==> config.mk <==
export PLATFORM = sky130hd
export DESIGN_NAME = framemem_arbiter
export DESIGN_NICKNAME = d
export VERILOG_FILES = /design/src/rtl/framemem_pkg.sv /design/src/rtl/framemem_arbiter.sv
export SDC_FILE = /design/constraint.sdc
export NUM_CORES = 1
export LEC_CHECK = 0
export BUFFER_PORTS_ARGS = -buffer_cell sky130_fd_sc_hd__buf_2
export CORE_AREA = 2 2 173 175
export DETAILED_ROUTE_END_ITERATION = 8
export DIE_AREA = 0 0 175 177
export GPL_TIMING_DRIVEN = 0
export HOLD_SLACK_MARGIN = 0.12
export PLACE_DENSITY = 0.35
export SETUP_SLACK_MARGIN = 0.2
export SYNTH_ARGS = -nofsm -noshare
export SYNTH_HDL_FRONTEND = slang
export SYNTH_SLANG_ARGS = --single-unit
==> constraint.sdc <==
create_clock -name CLK -period 3.4 [get_ports CLK]
set_input_delay 0.17 -clock CLK [delete_from_list [all_inputs] [get_ports CLK]]
set_output_delay 0.17 -clock CLK [all_outputs]
set_load 0.05 [all_outputs]
==> src/rtl/framemem_pkg.sv <==
// rtl/framemem_pkg.sv - shared frame-memory types and default geometry
package framemem_pkg;

  localparam int FM_DATA_WIDTH = 96;
  localparam int FM_ADDR_DEPTH = 512 * 512 / 4;

  typedef enum logic [1:0] {
    IDLE     = 2'd0,
    WR_BURST = 2'd1,
    RD_BURST = 2'd2
  } fm_state_t;

  typedef enum logic {
    WR = 1'b0,
    RD = 1'b1
  } fm_req_id_t;

endpackage

==> src/rtl/framemem_arbiter.sv <==
// rtl/framemem_arbiter.sv - bursting two-way write/read arbiter in front of a single-port frame SRAM
module framemem_arbiter
  import framemem_pkg::*;
#(
  parameter int DATA_WIDTH = FM_DATA_WIDTH,
  parameter int ADDR_DEPTH = FM_ADDR_DEPTH,
  parameter int ADDR_WIDTH = $clog2(ADDR_DEPTH),
  parameter int BURST_LEN  = 8
) (
  input  logic                  CLK,
  input  logic                  RSTN,
  input  logic                  wr_req,
  input  logic [ADDR_WIDTH-1:0] wr_addr,
  input  logic [DATA_WIDTH-1:0] wr_data,
  output logic                  wr_gnt,
  input  logic                  rd_req,
  input  logic [ADDR_WIDTH-1:0] rd_addr,
  output logic                  rd_gnt,
  output logic                  rd_rvalid,
  output logic [DATA_WIDTH-1:0] rd_rdata,
  output logic                  MEM_CSN,
  output logic                  MEM_WEN,
  output logic [ADDR_WIDTH-1:0] MEM_ADDR,
  output logic [DATA_WIDTH-1:0] MEM_DIN,
  input  logic [DATA_WIDTH-1:0] MEM_DOUT
);

  localparam int CW = $clog2(BURST_LEN + 1);

  fm_state_t  state, state_nxt;
  fm_req_id_t last_served, last_nxt;
  logic [CW-1:0] cnt, cnt_nxt;
  logic wr_pick, rd_pick;

  always_comb begin
    wr_pick   = 1'b0;
    rd_pick   = 1'b0;
    state_nxt = IDLE;
    cnt_nxt   = '0;
    last_nxt  = last_served;
    if (state == WR_BURST && wr_req) begin
      wr_pick   = 1'b1;
      state_nxt = WR_BURST;
      cnt_nxt   = cnt + 1'b1;
    end else if (state == RD_BURST && rd_req) begin
      rd_pick   = 1'b1;
      state_nxt = RD_BURST;
      cnt_nxt   = cnt + 1'b1;
    end else begin
      // An owner that let go counts as served, then arbitrate in this same cycle
      if (state == WR_BURST) last_nxt = WR;
      else if (state == RD_BURST) last_nxt = RD;
      if (wr_req && (!rd_req || last_nxt == RD)) begin
        wr_pick   = 1'b1;
        state_nxt = WR_BURST;
        cnt_nxt   = CW'(1);
      end else if (rd_req) begin
        rd_pick   = 1'b1;
        state_nxt = RD_BURST;
        cnt_nxt   = CW'(1);
      end
    end
    if ((wr_pick || rd_pick) && cnt_nxt == CW'(BURST_LEN)) begin
      state_nxt = IDLE;
      cnt_nxt   = '0;
      last_nxt  = wr_pick ? WR : RD;
    end
  end

  always_ff @(posedge CLK or negedge RSTN) begin
    if (!RSTN) begin
      state       <= IDLE;
      cnt         <= '0;
      last_served <= RD;
      rd_rvalid   <= 1'b0;
    end else begin
      state       <= state_nxt;
      cnt         <= cnt_nxt;
      last_served <= last_nxt;
      rd_rvalid   <= rd_gnt;
    end
  end

  // Grants are combinational, so they must be masked while reset is held
  assign wr_gnt   = wr_pick & RSTN;
  assign rd_gnt   = rd_pick & RSTN;
  assign rd_rdata = MEM_DOUT;

  always_comb begin
    MEM_CSN  = 1'b1;
    MEM_WEN  = 1'b1;
    MEM_ADDR = '0;
    MEM_DIN  = '0;
    if (wr_gnt) begin
      MEM_CSN  = 1'b0;
      MEM_WEN  = 1'b0;
      MEM_ADDR = wr_addr;
      MEM_DIN  = wr_data;
    end else if (rd_gnt) begin
      MEM_CSN  = 1'b0;
      MEM_ADDR = rd_addr;
    end
  end

endmodule

==> impl_metrics.yaml <==
clocking:
  clkTransAtPathRegs_ns: 0.04
  cts_sinks: 8
  cts_tree: "built"
  cts-root-buf: "clkbuf_16"
  htree_levels: 1
  cts-buffers-inserted: 3
  clkLatencyLatePin_ns: 0.23
  cts_buffer_depth: 2
  post_cts_buffers: 0
  cts_resized: 0
synth:
  synthCells: 267
  yosysSeqAreaShare_pct: 9.572
  syn_area_per_cell_um2: 7.882
  ys_warn_count: 0
  syn_area_mm2: 0.002105
  synth_top_area_share_pct: 34.24
  synth_cell_types: 30
  synth.area.top_cells: "buf_4 (34%), and2_1 (18%), and2_4 (15%)"
  syn-num-nets: 496
  synth-seq-cells: 8
  synth_top_cell_by_area: "buf_4"
worst_setup_path:
  crit_path_end: "MEM_ADDR[8]"
  path_cells: "nor2_1, o21ai_1, nand2b_1, and3_1, buf_6, buf_2, a22o_1, buf_2"
  crit_family: "buffers and inverters"
  crit_top_cell: "buf_2"
  cp_num_cells: 8
  slowest_stage: "dfstp_2"
  rrSetupSlack_ns: 1.62
  worstPathRequired_ns: 3.23
  arrival_ns: 2.33
  crit_fanout: 10
  reg2reg_to: "last_served$_DFFE_PN1P_"
  critPathLaunch: "last_served$_DFFE_PN1P_"
  worstSetupEndpointType: "primary output"
  cp_slowest_stage_delay_ns: 0.56
  critPathLaunchType: "flop"
  critPathKind: "flop to primary output"
  cp_num_buf_inv: 3
  rr_worst_depth: 6
  reg2reg_from: "cnt[0]$_DFF_PN0_"
run_status:
  status: "completed"
placement:
  place_congestion: 0.6843
  hpwl_mm: 10.27
  port_buffers: 343
layout:
  area_growth_pct: 109.0
  drive_gt1_share_pct: 80.49
  antenna_cells: 0
  nets: 845
  nFillCells: 3355
power_and_ir_drop:
  comb_power_share_pct: 75.5
  p_per_area_mw_per_mm2: 305.1
  p_seq_share_pct: 9.0
  max-vdd-ir-drop_uv: 104.4
  p_total_uw: 1342
  switching_share_pct: 56.41
  clkPwrFrac_pct: 15.4
  internal-power_uw: 585.0
  cellLeakagePower_uw: 0.002668
  p_sw_uw: 756.9
sta:
  final.min_clock_period_ns: 2.502
  tightest_slew_ns: 0.3810
  final.setup.tns_ns: 0
  fmax_mhz: 399.8
  hold_viol: 0
  max_slew_margin_pct: 74.60
  grt_setup_unrepaired: "false"
  worst_clock_skew_ns: 0.0009022
  fin_crit_sh_pct: 73.57
  drv_slew: 0
  setup_violations: 0
floorplan:
  die-area_mm2: 0.03098
  ios: 441
  die_w_um: 175
  design.core.area_mm2: 0.02924
  die_h_um: 177
  rows: 63
  start_util_pct: 7.196
global_routing:
  grt_overflow: 0
  grt_use_total_pct: 6.179
  grt_pass1_wl_mm: 14.55
  antenna_found_initial: 0
  grt_max_degree: 12
  grt_pass1_vias: 2522
detailed_routing:
  drc: 0
  drt-initial-drc-count: 70
  drtPass1Iterations: 4
  wl_per_cell_um: 11.32
  ant_nets: 0
  vias: 2898
  wl_mm: 11.38
  via_per_inst: 2.884
job:
  drv_cap: 0
min_path:
  hold_path.class: "input port to flop"
## cell usage in the layout (no fill, tap or decap), types with 2 or more instances in the layout
cell type and n:
buf_2 347, buf_4 96, and2_1 59, and2_4 37
a22o_1 17, buf_6 7, dfrtp_1 7, nor2_1 6
clkbuf_1 5, and3_1 4, nand2_1 3, clkbuf_16 3
inv_1 2, and2b_2 2, xnor2_1 2, nand3_1 2
## cell type report
type	count	area (um2)	share of cell area, %
Sequential cell	8	201.4	4.580
Clock buffer	4	78.83	1.792
Inverter	2	7.507	0.1707
Timing Repair Buffer	344	1727	39.26
Tap cell	390	488.0	11.10
Multi-Input combinational cell	145	1046	23.78
Buffer	112	849.6	19.32
## worst min-delay path, stage by stage
cell and delay [ns]:
buf_6 0.11, nand3_1 0.06, nand3b_1 0.08
## registers in the layout, summed over array words and instances, names as in the netlist
signal,flops
cnt,4
state,2
last_served,1
rd_rvalid,1
## power groups by stage
stage / Clock [uW] / Sequential (uW) / Combinational, uW
final: 207 / 121 / 1010
after global routing: 220 / 123 / 1070
after CTS: 210 / 121 / 1030
after detailed placement: 0 / 122 / 1030
after global placement: 0 / 122 / 1030
after floorplan: 0 / 123 / 769
## worst min-delay path by stage
| stage | startpoint | to | depth (start not counted) |
|---|---|---|---|
| 6_report | wr_req | last_served$_DFFE_PN1P_ | 3 |
| 5_1_grt | wr_req | last_served$_DFFE_PN1P_ | 3 |
| 4_1_cts | wr_req | last_served$_DFFE_PN1P_ | 3 |
| 3_5_place_dp | RSTN | rd_rvalid$_DFF_PN0_ | 1 |
| 3_3_place_gp | RSTN | cnt[2]$_DFF_PN0_ | 1 |
| 2_1_floorplan | RSTN | cnt[0]$_DFF_PN0_ | 0 |
## layer usage
metal,vias up,track usage [%],share of wire [%]
li1,1440,-,-
met1,1225,7.051,36
met2,229,12.47,55
met3,4,0.7302,9.0
met4,0,0.7292,0.31
met5,-,0,0
## synth_stat cells
| cell type | number |
|---|---|
| a21oi_1 | 1 |
| nand3_2 | 1 |
| buf_8 | 1 |
| and3_1 | 4 |
| o21ai_0 | 1 |
| nor2_1 | 6 |
| buf_2 | 4 |
| and2_1 | 59 |
| and2b_2 | 2 |
| nand3_1 | 2 |
| o211a_1 | 1 |
| buf_6 | 7 |
| nor3b_1 | 1 |
| o21ai_1 | 1 |
| a22oi_1 | 1 |
| nand3b_1 | 1 |
| a22o_1 | 17 |
| inv_1 | 2 |
| xnor2_1 | 2 |
| dfrtp_1 | 7 |
| or4b_1 | 1 |
| ha_1 | 1 |
| dfstp_2 | 1 |
| and2_4 | 37 |
| nand2_1 | 3 |
| nor2b_1 | 1 |
| clkbuf_1 | 4 |
| buf_4 | 96 |
| nand2b_1 | 1 |
| a211oi_1 | 1 |
## timing repair
action | CTS | global route
hold buffers | 1 | 0
endpoints found under the hold margin | 8 | 0
endpoints found under the setup margin | 0 | 0
## metrics by stage
stage	setup WS (ns)	instances	hold WS (ns)	instance area (um2)	util, %
global route	0.6963	1005	0.2175	4398	15.04
finish	0.8985	1005	0.2068	4398	15.04
CTS	0.7823	1005	0.2060	4398	15.04
floorplan	1.200	267	-0.1256	2105	-
global placement	1.031	1000	0.04213	4309	14.74
detailed placement	1.035	1000	0.04093	4309	14.74
## kinds of logic after synthesis
logic type	after synthesis	synth area share [%]
fa+ha+maj	1	0.5944
flops	8	9.572
xor+xnor	2	0.8325
compound gates	23	8.977
simple gates	119	39.30
buf+inv	114	40.73
Power figures use the tool's default switching activity.
